<file path="config.mk">
export PLATFORM = sky130hd
export DESIGN_NAME = demo_sequencer
export DESIGN_NICKNAME = d
export VERILOG_FILES = /design/src/rtl/demo_seq_pkg.sv /design/src/rtl/demo_program_rom.sv /design/src/rtl/demo_sequencer.sv
export SDC_FILE = /design/constraint.sdc
export NUM_CORES = 1
export LEC_CHECK = 0
export CELL_PAD_IN_SITES_DETAIL_PLACEMENT = 1
export CELL_PAD_IN_SITES_GLOBAL_PLACEMENT = 1
export CORE_UTILIZATION = 30
export CTS_CLUSTER_DIAMETER = 60
export DETAILED_ROUTE_END_ITERATION = 10
export PLACE_DENSITY_LB_ADDON = 0.1
export REMOVE_ABC_BUFFERS = 1
export SETUP_SLACK_MARGIN = 0.1
export SLEW_MARGIN = 20
export SYNTH_ARGS = -nofsm -noshare
export SYNTH_HDL_FRONTEND = slang
export SYNTH_SLANG_ARGS = --single-unit
</file>
<file path="constraint.sdc">
create_clock -name clk -period 1.7 [get_ports clk]
set_input_delay 0.34 -clock clk [delete_from_list [all_inputs] [get_ports clk]]
set_output_delay 0.34 -clock clk [all_outputs]
set_load 0.01 [all_outputs]
</file>
<file path="src/rtl/demo_seq_pkg.sv">
// Shared opcodes, FSM states and instruction field positions for the demo sequencer.
package demo_seq_pkg;

  localparam int unsigned InstrW = 16;

  localparam int unsigned OpMsb = 15;
  localparam int unsigned OpLsb = 12;
  localparam int unsigned RdMsb = 11;
  localparam int unsigned RdLsb = 8;
  localparam int unsigned RsMsb = 7;
  localparam int unsigned RsLsb = 4;
  localparam int unsigned RtMsb = 3;
  localparam int unsigned RtLsb = 0;

  localparam logic [3:0] OpNop  = 4'h0;
  localparam logic [3:0] OpAdd  = 4'h1;
  localparam logic [3:0] OpSub  = 4'h2;
  localparam logic [3:0] OpAnd  = 4'h3;
  localparam logic [3:0] OpOr   = 4'h4;
  localparam logic [3:0] OpXor  = 4'h5;
  localparam logic [3:0] OpAddi = 4'h6;
  localparam logic [3:0] OpMovi = 4'h7;
  localparam logic [3:0] OpMov  = 4'h8;
  localparam logic [3:0] OpJmp  = 4'h9;
  localparam logic [3:0] OpBz   = 4'hA;
  localparam logic [3:0] OpHalt = 4'hF;

  typedef enum logic [2:0] {
    StIdle,
    StFetch,
    StExec,
    StWrite,
    StHalt
  } state_e;

  // Collapses reserved codes (and branches when disabled) onto NOP.
  function automatic logic [3:0] decode_op(input logic [3:0] op, input logic branch_en);
    logic [3:0] res;
    res = op;
    case (op)
      OpJmp, OpBz:                res = branch_en ? op : OpNop;
      4'hB, 4'hC, 4'hD, 4'hE:     res = OpNop;
      default:                    res = op;
    endcase
    return res;
  endfunction

  function automatic logic op_writes(input logic [3:0] op);
    return (op >= OpAdd) && (op <= OpMov);
  endfunction

endpackage

</file>
<file path="src/rtl/demo_program_rom.sv">
// Synchronous-read program ROM; the registered output doubles as the instruction register.
module demo_program_rom
  import demo_seq_pkg::*;
#(
  parameter int unsigned PROG_DEPTH = 16,
  parameter int unsigned PC_W = 4,
  parameter bit USE_IMAGE = 1'b0,
  parameter logic [PROG_DEPTH*InstrW-1:0] PROG_IMAGE = '0
) (
  input  logic              clk,
  input  logic              reset,
  input  logic              en,
  input  logic [PC_W-1:0]   addr,
  output logic [InstrW-1:0] instr
);

  logic [InstrW-1:0] word;

  always_comb begin
    word = '0;
    if (USE_IMAGE) begin
      word = PROG_IMAGE[int'(addr)*InstrW +: InstrW];
    end else begin
      case (int'(addr))
        0:       word = 16'h7103;  // MOVI r1,3
        1:       word = 16'h7205;  // MOVI r2,5
        2:       word = 16'h1102;  // ADD  r1,r2
        3:       word = 16'h9002;  // JMP  2
        4:       word = 16'hF000;  // HALT
        default: word = '0;
      endcase
    end
  end

  always_ff @(posedge clk or negedge reset) begin
    if (!reset) begin
      instr <= '0;
    end else if (en) begin
      instr <= word;
    end
  end

endmodule

</file>
<file path="src/rtl/demo_sequencer.sv">
// Microcoded FETCH/EXEC/WRITE sequencer driving the demo datapath.
// Define DEMO_SEQ_BRANCH_EN to enable JMP/BZ; otherwise they decode as NOP and zero is ignored.
module demo_sequencer
  import demo_seq_pkg::*;
#(
  parameter int unsigned PROG_DEPTH = 16,
  parameter int unsigned PC_W = 4,
  parameter bit USE_IMAGE = 1'b0,
  parameter logic [PROG_DEPTH*InstrW-1:0] PROG_IMAGE = '0
) (
  input  logic            clk,
  input  logic            reset,
  input  logic            run,
  input  logic            step,
  input  logic            zero,
  output logic [3:0]      ra_addr,
  output logic [3:0]      rb_addr,
  output logic [3:0]      wr_addr,
  output logic            reg_we,
  output logic [3:0]      alu_op,
  output logic            use_imm,
  output logic [15:0]     imm,
  output logic [PC_W-1:0] pc,
  output logic            halted
);

  state_e            state_q, state_d;
  logic [PC_W-1:0]   pc_q, pc_d;
  logic              zero_q, zero_d;
  logic              zero_s;
  logic [InstrW-1:0] ir;
  logic [3:0]        op, rd, rs, rt, dop;
  logic [7:0]        jmp_field;

`ifdef DEMO_SEQ_BRANCH_EN
  localparam logic BranchEn = 1'b1;
  assign zero_s = zero;
`else
  localparam logic BranchEn = 1'b0;
  logic unused_zero;
  assign unused_zero = zero;
  assign zero_s = 1'b0;
`endif

  demo_program_rom #(
    .PROG_DEPTH (PROG_DEPTH),
    .PC_W       (PC_W),
    .USE_IMAGE  (USE_IMAGE),
    .PROG_IMAGE (PROG_IMAGE)
  ) u_rom (
    .clk   (clk),
    .reset (reset),
    .en    (state_q == StFetch),
    .addr  (pc_q),
    .instr (ir)
  );

  assign op        = ir[OpMsb:OpLsb];
  assign rd        = ir[RdMsb:RdLsb];
  assign rs        = ir[RsMsb:RsLsb];
  assign rt        = ir[RtMsb:RtLsb];
  assign dop       = decode_op(op, BranchEn);
  assign jmp_field = {rs, rt};

  always_ff @(posedge clk or negedge reset) begin
    if (!reset) begin
      state_q <= StIdle;
      pc_q    <= '0;
      zero_q  <= 1'b0;
    end else begin
      state_q <= state_d;
      pc_q    <= pc_d;
      zero_q  <= zero_d;
    end
  end

  always_comb begin
    state_d = state_q;
    pc_d    = pc_q;
    zero_d  = zero_q;
    unique case (state_q)
      StIdle:  if (run || step) state_d = StFetch;
      StFetch: state_d = StExec;
      StExec: begin
        zero_d  = zero_s;
        state_d = (dop == OpHalt) ? StHalt : StWrite;
      end
      StWrite: begin
        state_d = run ? StFetch : StIdle;
        if (dop == OpJmp || (dop == OpBz && zero_q)) begin
          pc_d = jmp_field[PC_W-1:0];
        end else begin
          pc_d = pc_q + PC_W'(1);
        end
      end
      StHalt:  state_d = StHalt;
      default: state_d = StIdle;
    endcase
  end

  // Decoded fields are presented in EXEC and held through WRITE.
  always_comb begin
    ra_addr = '0;
    rb_addr = '0;
    wr_addr = '0;
    reg_we  = 1'b0;
    alu_op  = '0;
    use_imm = 1'b0;
    imm     = '0;
    if (state_q == StExec || state_q == StWrite) begin
      ra_addr = rd;
      rb_addr = (dop == OpMov) ? rs : rt;
      wr_addr = rd;
      alu_op  = dop;
      if (dop == OpAddi || dop == OpMovi) begin
        use_imm = 1'b1;
        imm     = {12'b0, rt};
      end
      reg_we = (state_q == StWrite) && op_writes(dop);
    end
  end

  assign pc     = pc_q;
  assign halted = (state_q == StHalt);

endmodule

</file>
==> impl_metrics.py <==
metrics = {
    "pwr": {
        "power_density_mw_per_mm2": 1740,
        "p_leak_nw": 0.759,
        "peakVddDrop_mv": 0.726,
    },
    "die": {
        "core_area_sq_mm": 0.00313,
        "pin_count": 44,
        "die_y_um": 60.3,
        "dieArea_sq_mm": 0.00364,
        "start_util_pct": 32.6,
        "core.rowCount": 20,
        "die_w_um": 60.3,
    },
    "layout": {
        "nFillCells": 381,
        "multi_input_area_sq_um": 591,
        "final_nets": 170,
        "finalInstanceArea_sq_mm": 0.00146,
        "layout-drive-gt1-share_pct": 44.4,
        "mostFrequentLayoutCell": "buf_4",
        "final_util_pct": 46.8,
        "register_area_sq_um": 355,
        "insertedDiodeCount": 0,
        "area_growth_syn_to_layout_pct": 43.6,
        "mostFrequentLayoutCells": "buf_4 (23), conb_1 (18), buf_6 (10), dfrtp_1 (10), buf_2 (9)",
    },
    "hold_path": {
        "hp-class": "input port to async pin",
    },
    "cts": {
        "cts_buffer_depth": 2,
        "cts_buffers": 3,
        "root_buffer": "clkbuf_4",
        "clk_pin_slew_ns": 0.09,
        "cts_sinks": 14,
        "htree_levels": 1,
        "cts_tree": "done",
        "clk_latency_ns": 0.28,
    },
    "synthesis": {
        "synth-seq-area-share_pct": 34.4,
        "synth_seq_cells": 14,
        "synth_top_cell_by_area": "dfrtp_1",
        "ys_types": 33,
        "synth.area.mux_share_pct": 2.09,
        "synth_xor_area_share_pct": 4.29,
        "synth_compound_area_share_pct": 11.9,
        "synthSimpleGateAreaFrac_pct": 20.5,
        "syn_inst": 118,
        "synth_fa_ha_area_share_pct": 4.91,
        "syn_area_sq_mm": 0.00102,
        "synth_top_family_by_area": "buffers and inverters",
        "synth_top_area_share_pct": 34.4,
        "synth_area_leaders": "dfrtp_1 (34%), buf_4 (16%), and2_1 (4.9%), ha_1 (4.9%), nand2_1 (3.3%)",
        "ys_warn_count": 0,
        "syn_avg_cell_area_sq_um": 8.64,
    },
    "detailed_routing": {
        "wl_met2_um": 1190,
        "vias": 868,
        "wl_met3_um": 127,
        "drc": 0,
        "ant_nets": 0,
        "postRouteWirelength_um": 2380,
        "met1Wirelength_um": 1040,
        "avgRoutedWirePerCell_um": 11.7,
        "routed.top_layer": "met4",
        "firstDrtPassIters": 4,
        "via_per_inst": 4.25,
        "drt-initial-drc-count": 12,
    },
    "worst_setup_path": {
        "end_kind": "primary output",
        "crit_path_start_kind": "flip-flop",
        "cp_max_fo": 5,
        "r2r_slack_ns": 0.18,
        "crit_arrival_ns": 1.34,
        "crit_required_ns": 1.36,
        "crit_type": "flip-flop to primary output",
    },
    "sta": {
        "hold_violations": 0,
        "finalCritPeriodShare_pct": 99.0,
        "max_freq_mhz": 594,
        "rsz0062_at_grt": "true",
        "setup_tns_ns": 0,
        "slew_violations": 0,
        "finalCriticalPeriod_ns": 1.68,
        "final-setup-viol-count": 0,
        "clock_skew_ns": 0.00211,
    },
    "grt": {
        "grt-ovfl-total": 0,
        "grt_pass1_wl_um": 3840,
        "grt_pass1_vias": 837,
        "antenna_found_initial": 0,
        "grt_max_degree": 15,
        "grt_util_all_layers_pct": 14.2,
    },
    "placed_design": {
        "place_hpwl_um": 1720,
        "place_congestion": 0.728,
        "place_area_sq_mm": 0.00129,
        "portBuffers": 24,
    },
    "flow_run": {
        "cap_violations": 0,
    },
    "run_status": {
        "status": "completed",
    },
}
[stage by stage]
stage	worst slack, ns	power [mW]	std cells	hold slack, ns
after global placement	-0.148	2.00	190	0.454
final	0.0166	2.55	204	0.357
after global routing	-0.0608	2.78	204	0.382
after CTS	-0.0955	2.37	200	0.365
after detailed placement	-0.165	2.02	190	0.462
after floorplan	0.175	1.34	107	0.0444
[synthesized netlist by cell type]
master	n
o21ai_1	1
buf_2	2
xnor2_1	3
mux2_2	1
and2b_1	1
nor4_1	1
o21ai_2	3
nand2_1	9
nand4_1	1
nor2b_1	2
conb_1	1
nand2b_1	2
or3b_1	1
buf_4	22
inv_1	6
clkbuf_1	3
o21ai_0	3
and3_1	2
o31ai_1	4
dfrtp_1	14
nand3_1	2
and3b_1	1
buf_6	1
a21oi_1	6
nor2_1	7
nand3b_1	1
o21bai_1	1
a21boi_1	1
or3_1	1
mux2i_1	1
xor2_1	2
ha_1	4
and2_1	8
[worst paths after layout]
path / from / cells after the start / end
min in group clk: u_rom.instr[8] / 2 / u_rom.instr[8]
max reg2reg: pc[0] / 5 / u_rom.instr[12]
min reg2reg: u_rom.instr[8] / 2 / u_rom.instr[8]
min: reset / 2 / pc[1]
max in group asynchronous: reset / 2 / u_rom.instr[12]
max: state_q[2] / 6 / alu_op[0]
[registers in the layout (all words and copies together) (netlist names)]
register     flops
u_rom.instr      7
pc               4
state_q          3
[layer usage]
layer,track usage [%],vias up
li1,-,428
met4,5.98,0
met3,1.52,4
met5,0,-
met2,23.1,33
met1,19.0,403
[critical path, cell delays in order, from the launching register on]
cell     delay [ns]
dfrtp_1        0.42
nor2b_4        0.16
buf_4          0.14
buf_6          0.09
nand2_4        0.04
a21oi_2        0.08
buf_2          0.13
[final cells by class]
type,instances,share of cell area (%)
repair buffers,49,27.6
flip-flops and latches,14,24.3
multi-input cells,87,40.3
inverters,6,1.54
well taps,44,3.76
clock buffers,4,2.48
[kinds of logic (layout without fill, tap and decap cells)]
logic type	count (synthesis)	after routing
compound gates	19	19
mux	2	2
other cells	1	18
buf+inv	34	59
fa+ha+maj	4	4
flops	14	14
xor+xnor	5	5
simple gates	39	39
[timing repair]
action                     4_1_cts  5_1_grt
hold buffers                     0        0
resized for setup               86       20
pin swaps                        8        5
buffers inserted                 6        5
cloned                           0        0
setup endpoints to repair       21       23
[power breakdown]
| group | total, mW | internal, mW | switching, mW | leakage [nW] |
|---|---|---|---|---|
| combinational | 1.68 | 0.884 | 0.795 | 0.565 |
| sequential | 0.629 | 0.489 | 0.140 | 0.173 |
| clock | 0.246 | 0.130 | 0.116 | 0.0210 |
| total | 2.55 | 1.50 | 1.05 | 0.759 |
(Power assumes the default switching activity.)
